$ cat config.mk
export PLATFORM = sky130hd
export DESIGN_NAME = store_rmw_unit
export DESIGN_NICKNAME = d
export VERILOG_FILES = /design/src/rtl/store_rmw_unit_pkg.sv /design/src/rtl/store_lane_merge.sv /design/src/rtl/store_rmw_unit.sv
export SDC_FILE = /design/constraint.sdc
export NUM_CORES = 1
export LEC_CHECK = 0
export BUFFER_PORTS_ARGS = -buffer_cell sky130_fd_sc_hd__buf_2
export CORE_ASPECT_RATIO = 0.8
export CORE_MARGIN = 2
export CORE_UTILIZATION = 30
export DETAILED_ROUTE_END_ITERATION = 12
export SETUP_SLACK_MARGIN = 0.5
export SYNTH_ARGS = -nofsm -noshare
export SYNTH_HDL_FRONTEND = slang
export SYNTH_SLANG_ARGS = --single-unit
$ cat constraint.sdc
create_clock -name clk -period 3.35 [get_ports clk]
set_clock_uncertainty 0.1 [all_clocks]
set_input_delay 0.1675 -clock clk [delete_from_list [all_inputs] [get_ports clk]]
set_output_delay 0.1675 -clock clk [all_outputs]
set_load 0.02 [all_outputs]
$ cat src/rtl/store_rmw_unit_pkg.sv
// Shared types for the store read-modify-write unit.
//   size_e  : store size encoding (byte / half / word / illegal)
//   state_e : control FSM states
//   req_t   : request fields captured at start
package store_rmw_unit_pkg;

    localparam int unsigned DATA_W = 32;
    localparam int unsigned ADDR_W = 32;
    localparam int unsigned CNT_W  = 3;

    typedef enum logic [1:0] {
        SZ_BYTE = 2'b00,
        SZ_HALF = 2'b01,
        SZ_WORD = 2'b10,
        SZ_ILL  = 2'b11
    } size_e;

    typedef enum logic [2:0] {
        IDLE  = 3'd0,
        CHECK = 3'd1,
        READ  = 3'd2,
        WAIT  = 3'd3,
        WRITE = 3'd4
    } state_e;

    typedef struct packed {
        size_e             size;
        logic [1:0]        lo;
        logic [DATA_W-1:0] data;
    } req_t;

    // Half needs bit 0 clear, word needs both low bits clear, illegal size always faults.
    function automatic logic is_misaligned(size_e sz, logic [1:0] lo);
        logic r;
        case (sz)
            SZ_BYTE: r = 1'b0;
            SZ_HALF: r = lo[0];
            SZ_WORD: r = (lo != 2'b00);
            default: r = 1'b1;
        endcase
        return r;
    endfunction

endpackage

$ cat src/rtl/store_lane_merge.sv
// Combinational lane merge: overlays right-aligned store data onto an old word.
//   old_word : word read from memory
//   data     : right-aligned store data
//   size     : store size
//   lo       : byte offset within the word
//   merged   : resulting word to write back
module store_lane_merge
    import store_rmw_unit_pkg::*;
(
    input  logic [DATA_W-1:0] old_word,
    input  logic [DATA_W-1:0] data,
    input  size_e             size,
    input  logic [1:0]        lo,
    output logic [DATA_W-1:0] merged
);

    always_comb begin
        merged = old_word;
        case (size)
            SZ_BYTE: merged[{lo, 3'b000} +: 8] = data[7:0];
            SZ_HALF: begin
                if (lo[1]) merged[31:16] = data[15:0];
                else       merged[15:0]  = data[15:0];
            end
            SZ_WORD: merged = data;
            default: merged = old_word;
        endcase
    end

endmodule

$ cat src/rtl/store_rmw_unit.sv
// Store unit that turns sub-word stores into read-modify-write word accesses.
//   clk, reset      : clock, synchronous active-high reset
//   start           : store request (accepted in IDLE only)
//   addr/wdata/size : store byte address, right-aligned data, size code
//   busy            : high whenever not IDLE
//   done/misaligned : completion pulse / error pulse (coincident with done)
//   mem_*           : word-wide memory port, read data valid READ_LAT cycles after mem_re
module store_rmw_unit
    import store_rmw_unit_pkg::*;
#(
    parameter int unsigned READ_LAT = 1
) (
    input  logic              clk,
    input  logic              reset,
    input  logic              start,
    input  logic [ADDR_W-1:0] addr,
    input  logic [DATA_W-1:0] wdata,
    input  logic [1:0]        size,
    output logic              busy,
    output logic              done,
    output logic              misaligned,
    output logic [ADDR_W-1:0] mem_addr,
    output logic              mem_re,
    input  logic [DATA_W-1:0] mem_rdata,
    output logic              mem_we,
    output logic [DATA_W-1:0] mem_wdata
);

    state_e            state, state_n;
    req_t              req_q;
    logic [CNT_W-1:0]  cnt_q, cnt_n;
    logic              load_c;
    logic              mis_in_c;
    logic              mis_q_c;
    logic [DATA_W-1:0] merged_c;
    logic              busy_n, done_n, mis_n, re_n, we_n;
    logic [DATA_W-1:0] wdata_n;

    // Old word is taken straight from the read port; it is only consumed in the
    // cycle the read data is valid (or ignored entirely for a full-word store).
    store_lane_merge u_merge (
        .old_word (mem_rdata),
        .data     (req_q.data),
        .size     (req_q.size),
        .lo       (req_q.lo),
        .merged   (merged_c)
    );

    // State, request capture and registered outputs.
    always_ff @(posedge clk) begin
        if (reset) begin
            state      <= IDLE;
            req_q      <= '0;
            cnt_q      <= '0;
            mem_addr   <= '0;
            mem_wdata  <= '0;
            busy       <= 1'b0;
            done       <= 1'b0;
            misaligned <= 1'b0;
            mem_re     <= 1'b0;
            mem_we     <= 1'b0;
        end else begin
            state      <= state_n;
            cnt_q      <= cnt_n;
            mem_wdata  <= wdata_n;
            busy       <= busy_n;
            done       <= done_n;
            misaligned <= mis_n;
            mem_re     <= re_n;
            mem_we     <= we_n;
            if (load_c) begin
                req_q.size <= size_e'(size);
                req_q.lo   <= addr[1:0];
                req_q.data <= wdata;
                mem_addr   <= {addr[ADDR_W-1:2], 2'b00};
            end
        end
    end

    // Next state; outputs are derived from the next state so they are registered
    // yet line up with the state they belong to.
    always_comb begin
        state_n  = state;
        cnt_n    = cnt_q;
        wdata_n  = mem_wdata;
        load_c   = 1'b0;
        mis_in_c = is_misaligned(size_e'(size), addr[1:0]);
        mis_q_c  = is_misaligned(req_q.size, req_q.lo);

        case (state)
            IDLE: begin
                if (start) begin
                    load_c  = 1'b1;
                    state_n = CHECK;
                end
            end
            CHECK: begin
                if (mis_q_c)                    state_n = IDLE;
                else if (req_q.size == SZ_WORD) state_n = WRITE;
                else                            state_n = READ;
            end
            READ: begin
                state_n = WAIT;
                cnt_n   = CNT_W'(1);
            end
            WAIT: begin
                if (cnt_q == CNT_W'(READ_LAT)) state_n = WRITE;
                else                           cnt_n   = cnt_q + CNT_W'(1);
            end
            WRITE: begin
                state_n = IDLE;
            end
            default: begin
                state_n = IDLE;
            end
        endcase

        busy_n = (state_n != IDLE);
        re_n   = (state_n == READ);
        we_n   = (state_n == WRITE);
        // Misalignment is known from the raw request so the pulse lands in CHECK.
        mis_n  = load_c && mis_in_c;
        done_n = we_n || mis_n;
        if (we_n) wdata_n = merged_c;
    end

endmodule
==> impl_metrics.ini, run 1 <==
[hold_path]
min_path_type = input pin to flip-flop

[die]
core-area_mm2 = 0.0160
pin_count = 170
die_w_um = 148
initial_utilization = 0.310
die_h_um = 119
num_rows = 41
die_area_mm2 = 0.0175

[drt]
ant_nets = 0
wl_um = 16600
route.detailed.drc = 0
vias_per_cell = 4.94
vias = 5199
dr.pass1.iters = 5
wire_per_inst_um = 15.7
drtIter0Drc = 274

[power]
intPower_mw = 2.31
ir_worst_vdd_v = 0.000290
clkPwrFrac = 0.338
netSwitchingFraction = 0.303
power_leakage_nw = 2.94
p_per_area_mw_per_mm2 = 480
seqPwrFrac = 0.445
combinationalPowerShare = 0.216
p_sw_mw = 1.01

[layout]
mostFrequentLayoutCell = nand2_1
area_delta_synth_final_pct = 39.4
drive_gt1_frac = 0.271
final_cell_mix = nand2_1 (171), buf_2 (166), dfxtp_1 (109), a21oi_1 (89), dlygate4sd3_1 (66)
fin_nets = 938
finalInstanceArea_mm2 = 0.00690

[timing]
timing.final.ws_setup_ns = 0.742
fin_crit_sh = 0.779
tightest_slew_ns = 1.03
maxSlewViolCount = 0
clock.fmax_mhz = 383
setup_viol = 0
fin_tns_setup_ns = 0
fin_crit_ns = 2.61
hold_viol = 0
rsz0062_at_grt = false
slew_headroom = 0.315

[synthesis]
yosys.area.top_type = dfxtp_1
syn-instance-count = 629
yosysWarnings = 0
synth_top_family_by_area = compound AO/OA/AOI/OAI gates
avgSynthCellArea_um2 = 7.87
synth-compound-area-share = 0.252
synth.area.top_cells = dfxtp_1 (44%), nand2_1 (13%), a21oi_1 (9.0%)
synth_area_mm2 = 0.00495
synth_top_area_share = 0.441
synthSimpleGateAreaFrac = 0.230
synth-xor-area-share = 0
ys_ff_latch = 109
synth.distinct_cells = 51
synth_fa_ha_area_frac = 0.0152
yosysSeqAreaShare = 0.441
synthMuxAreaShare = 0.00910

[placed_design]
dp_hpwl_um = 11400
placement.io_buffers = 167
gp_congestion = 0.827
place_area_mm2 = 0.00592
dp_slack_ns = 0.827

[grt]
antenna_found_initial = 2
grt_pass1_wl_um = 26600
grt_max_degree = 71
grt.overflow.total = 0
track_usage = 0.190
grt_pass1_vias = 5039

[worst_setup_path]
worstPathArrival_ns = 2.78
endpoint_kind = flip-flop
critPathKind = flip-flop to flip-flop
cp_slowest_stage_delay_ns = 0.59
startpoint_type = flip-flop
critPathMaxFanout = 14
cp_cell_sequence = inv_1, ha_1, or3b_1, a21oi_1, a221oi_1, nor3_1
critical_path_required_ns = 3.52
cp_top_family = compound AO/OA/AOI/OAI gates
crit_buf_inv = 1
crit_path_top_delay_cell = dfxtp_1

[clock_tree]
cts_buffers = 9
clk_latency_ns = 0.36
h-tree-depth = 3
holdBufCountCts = 66
root_buffer = clkbuf_16
cts_sinks = 109
cts_buffer_depth = 2
clkTransAtPathRegs_ns = 0.07
cts_setup_buffers = 0
cts_tree = yes
cts_resized = 0

[job]
cap_viol_max_count = 0

[status]
status = finished, final reports clean
[flip-flops by register name (all words and copies together) (netlist names)]
register / flops
mem_we: 1
busy: 1
req_q: 36
cnt_q: 3
mem_wdata: 32
mem_re: 1
state: 3
misaligned: 1
mem_addr: 30
done: 1
[power by group through the flow]
stage	registers, mW	clock network (mW)	logic [mW]
3_3_place_gp	1.50	0	0.655
6_report	1.48	1.12	0.717
3_5_place_dp	1.50	0	0.657
5_1_grt	1.49	1.21	0.795
2_1_floorplan	1.53	0	0.400
4_1_cts	1.48	1.15	0.718
[layer usage]
| layer | GRT usage | up-vias | share of wire |
|---|---|---|---|
| li1 | - | 2595 | - |
| met1 | 0.251 | 2445 | 0.46 |
| met2 | 0.306 | 149 | 0.46 |
| met3 | 0.0625 | 10 | 0.073 |
| met4 | 0.0325 | 0 | 0.011 |
| met5 | 0 | - | 0 |
[Yosys cell counts (all sizes together)]
library cell / n
o32ai: 1
nand4bb: 1
buf: 12
a31oi: 1
nor4b: 1
and2: 1
a22oi: 1
o221ai: 1
a31o: 15
nand2b: 6
nand4: 1
nand2: 171
nand3: 2
a2111oi: 1
nand3b: 6
and3b: 1
a21oi: 89
or4b: 2
o21a: 2
or2: 3
nor2: 47
a221o: 2
and3: 2
conb: 1
o2111ai: 1
nor3: 9
nor2b: 6
dfxtp: 109
o41ai: 6
a21o: 2
or3b: 1
ha: 6
a211oi: 18
nor3b: 2
a221oi: 28
a211o: 1
a222oi: 1
clkbuf: 41
mux2: 4
and4bb: 1
a32o: 1
o21ai: 13
inv: 9
[metrics by stage]
stage / instances / utilization / power [mW] / hold WS [ns]
floorplan: 630 / - / 1.93 / 0.203
global placement: 969 / 0.371 / 2.16 / 0.310
detailed placement: 969 / 0.371 / 2.16 / 0.313
CTS: 1050 / 0.432 / 3.35 / 0.0308
global route: 1051 / 0.432 / 3.49 / 0.0325
finish: 1053 / 0.433 / 3.31 / 0.0470
[kinds of logic after synthesis]
| kind of cell | Yosys count |
|---|---|
| AND/OR/NAND/NOR | 263 |
| AO/OA/AOI/OAI | 184 |
| flip-flops | 109 |
| buffers and inverters | 62 |
| adder cells (fa/ha/maj) | 6 |
| multiplexers | 4 |
| other | 1 |
[tightest hold or removal path, cell delays in order]
cell,delay (ns)
buf_2,0.12
nor2_1,0.10
o41ai_1,0.06
[worst paths after layout]
kind	start	to	slack, ns	cells after the start
worst max-delay path	req_q[33]$_SDFFE_PP0P_	mem_wdata[2]$_SDFFE_PP0N_	0.74	6
worst min-delay path	mem_rdata[28]	mem_wdata[28]$_SDFFE_PP0N_	0.05	3
worst max register to register	req_q[33]$_SDFFE_PP0P_	mem_wdata[2]$_SDFFE_PP0N_	0.74	6
worst min register to register	mem_addr[6]$_SDFFE_PP0P_	mem_addr[6]$_SDFFE_PP0P_	0.35	2
[area by class of cell]
class,instances,area (um^2)
repair buffers,243,1570
clock buffers,11,253
diodes,3,7.51
fillers,1612,9050
flip-flops and latches,109,2180
inverters,9,33.8
well taps,215,269
multi-input cells,459,2530
clock inverters,4,56.3
Power figures use the tool's default switching activity.
==> run 2, diff against run 1 <==
- clock period: 3.35 -> 2.7 ns (I/O delays scaled with it)
==> run 2 against run 1 <==
Combinational power rose by 30%; global-route usage barely moved; cell count rose by 0.76%; via count rose by 1.5%; register-to-register slack got worse by 0.14 ns; critical path type unchanged; highest routed layer is now met5.
==> impl_metrics.ini, run 2 (synthesis gave the netlist of run 1 again) <==
[clock_tree]
cts_tree = yes
cts_buffers = 9
root_buffer = clkbuf_16
clkTransAtPathRegs_ns = 0.07
cts_sinks = 109
cts_buffer_depth = 2
h-tree-depth = 3
clk_latency_ns = 0.36

[die]
die_h_um = 119
die_area_mm2 = 0.0175
num_rows = 41
pin_count = 170
core-area_mm2 = 0.0160
die_w_um = 148
initial_utilization = 0.310

[grt]
grt.overflow.total = 0
met3_usage = 0.0536
busiest_layer = met2
grt_max_degree = 63
grt_pass1_vias = 5043
met1_usage = 0.248
track_usage = 0.189
grt_pass1_wl_um = 26600
antenna_found_initial = 2
grt.met2_usage = 0.304

[drt]
ant_nets = 0
route.detailed.drc = 0
vias_per_cell = 4.97
dr.pass1.iters = 5
wire_per_inst_um = 15.7
wl_um = 16600
vias = 5276
drtIter0Drc = 308

[worst_setup_path]
endpoint_kind = flip-flop
crit_buf_inv = 0
critical_path_required_ns = 2.90
startpoint_type = flip-flop
reg2regPathDepth = 3
r2r-end = done$_SDFF_PP0_
cp_top_family = simple AND/OR/NAND/NOR gates
crit-reg2reg-launch = state[1]$_SDFF_PP0_
ff2ff_setup_slack_ns = 0.61
critPathKind = flip-flop to flip-flop
worstPathArrival_ns = 2.29
cp_cell_sequence = or4b_2, a2111oi_2, or2_1
cp_slowest_stage_delay_ns = 0.92
crit_path_top_delay_cell = or4b_2
critPathMaxFanout = 16
cp.depth = 3

[timing]
hold_viol = 0
fin_crit_sh = 0.776
slew_headroom = 0.547
rsz0062_at_grt = true
fin_crit_ns = 2.09
tightest_slew_ns = 0.679
maxSlewViolCount = 0
clock.fmax_mhz = 477
setup_viol = 0
fin_tns_setup_ns = 0

[layout]
regMostFlops = req_q
final_cell_mix = nand2_1 (171), buf_2 (166), dfxtp_1 (109), a21oi_1 (88), dlygate4sd3_1 (68)
finalInstanceArea_mm2 = 0.00704
top_regs = req_q x36, mem_wdata x32, mem_addr x30
mostFrequentLayoutCell = nand2_1
largest_register_ffs = 36
fin_nets = 947
drive_gt1_frac = 0.279
area_delta_synth_final_pct = 42.2
utilization = 0.441

[power]
fin_total_pwr_mw = 4.21
p_per_area_mw_per_mm2 = 598
ir_worst_vdd_v = 0.000338
power_leakage_nw = 3.01

[status]
status = finished, final reports clean

[hold_path]
hp-start = mem_rdata[28]
min_path_type = input pin to flip-flop
min_path_cells = 3
whs_endpoint = mem_wdata[28]$_SDFFE_PP0N_

[job]
cap_viol_max_count = 0

[placed_design]
gp_congestion = 0.839
placement.io_buffers = 167
place_area_mm2 = 0.00599
dp_hpwl_um = 11300
run 2: cell types whose count changed in the layout (fill, tap and decap cells not counted), sizes merged:
cell,delta
bufinv,+1
clkinvlp,-2
inv,-1
clkbuf,+1
dlygate4sd3,+2
clkinv,+2
buf,+7
diode,-2
run 2: layout make-up:
type | instances | area (um^2)
multi-input cells | 459 | 2540
repair buffers | 252 | 1690
fillers | 1626 | 8910
diodes | 1 | 2.50
flip-flops and latches | 109 | 2180
clock inverters | 4 | 70.1
well taps | 215 | 269
clock buffers | 12 | 256
inverters | 9 | 33.8
run 2: power by group:
part | switching, mW | internal [mW]
Clock | 0.605 | 0.862
Sequential | 0.0945 | 1.72
Combinational | 0.537 | 0.395
Total | 1.24 | 2.98
run 2: timing repair:
action                                 in CTS  in global routing
pin swaps                                   0                  1
buffers inserted                            0                  1
hold buffers                               68                  0
setup endpoints to repair                  20                 62
endpoints found under the hold margin      69                  0
resized for setup                           1                  4
run 2: layer usage:
metal / share of wire / up-vias
met4: 0.017 / 2
li1: - / 2616
met2: 0.45 / 173
met1: 0.46 / 2469
met3: 0.070 / 16
met5: 0.00042 / -
run 2: how the worst max path moves through the flow:
stage	slack (ns)	from	endpoint
after floorplan	0.51	req_q[33]$_SDFFE_PP0P_	mem_wdata[19]$_SDFFE_PP0N_
after global routing	0.41	req_q[32]$_SDFFE_PP0P_	mem_wdata[26]$_SDFFE_PP0N_
after CTS	0.51	req_q[32]$_SDFFE_PP0P_	mem_wdata[6]$_SDFFE_PP0N_
after global placement	0.41	req_q[33]$_SDFFE_PP0P_	mem_wdata[15]$_SDFFE_PP0N_
after detailed placement	0.35	req_q[33]$_SDFFE_PP0P_	mem_wdata[15]$_SDFFE_PP0N_
final	0.61	state[1]$_SDFF_PP0_	done$_SDFF_PP0_
run 2: through the flow:
stage | std cells | hold WS, ns | worst slack, ns
after floorplan | 630 | 0.171 | 0.513
after global placement | 975 | 0.277 | 0.413
after detailed placement | 975 | 0.281 | 0.348
after CTS | 1059 | 0.00223 | 0.508
after global routing | 1060 | 0.0355 | 0.413
final | 1061 | 0.0127 | 0.605
run 2: worst reg2reg max path: stages, from the launching register on:
cell       delay, ns
dfxtp_1         0.36
or4b_2          0.92
a2111oi_2       0.50
or2_1           0.16
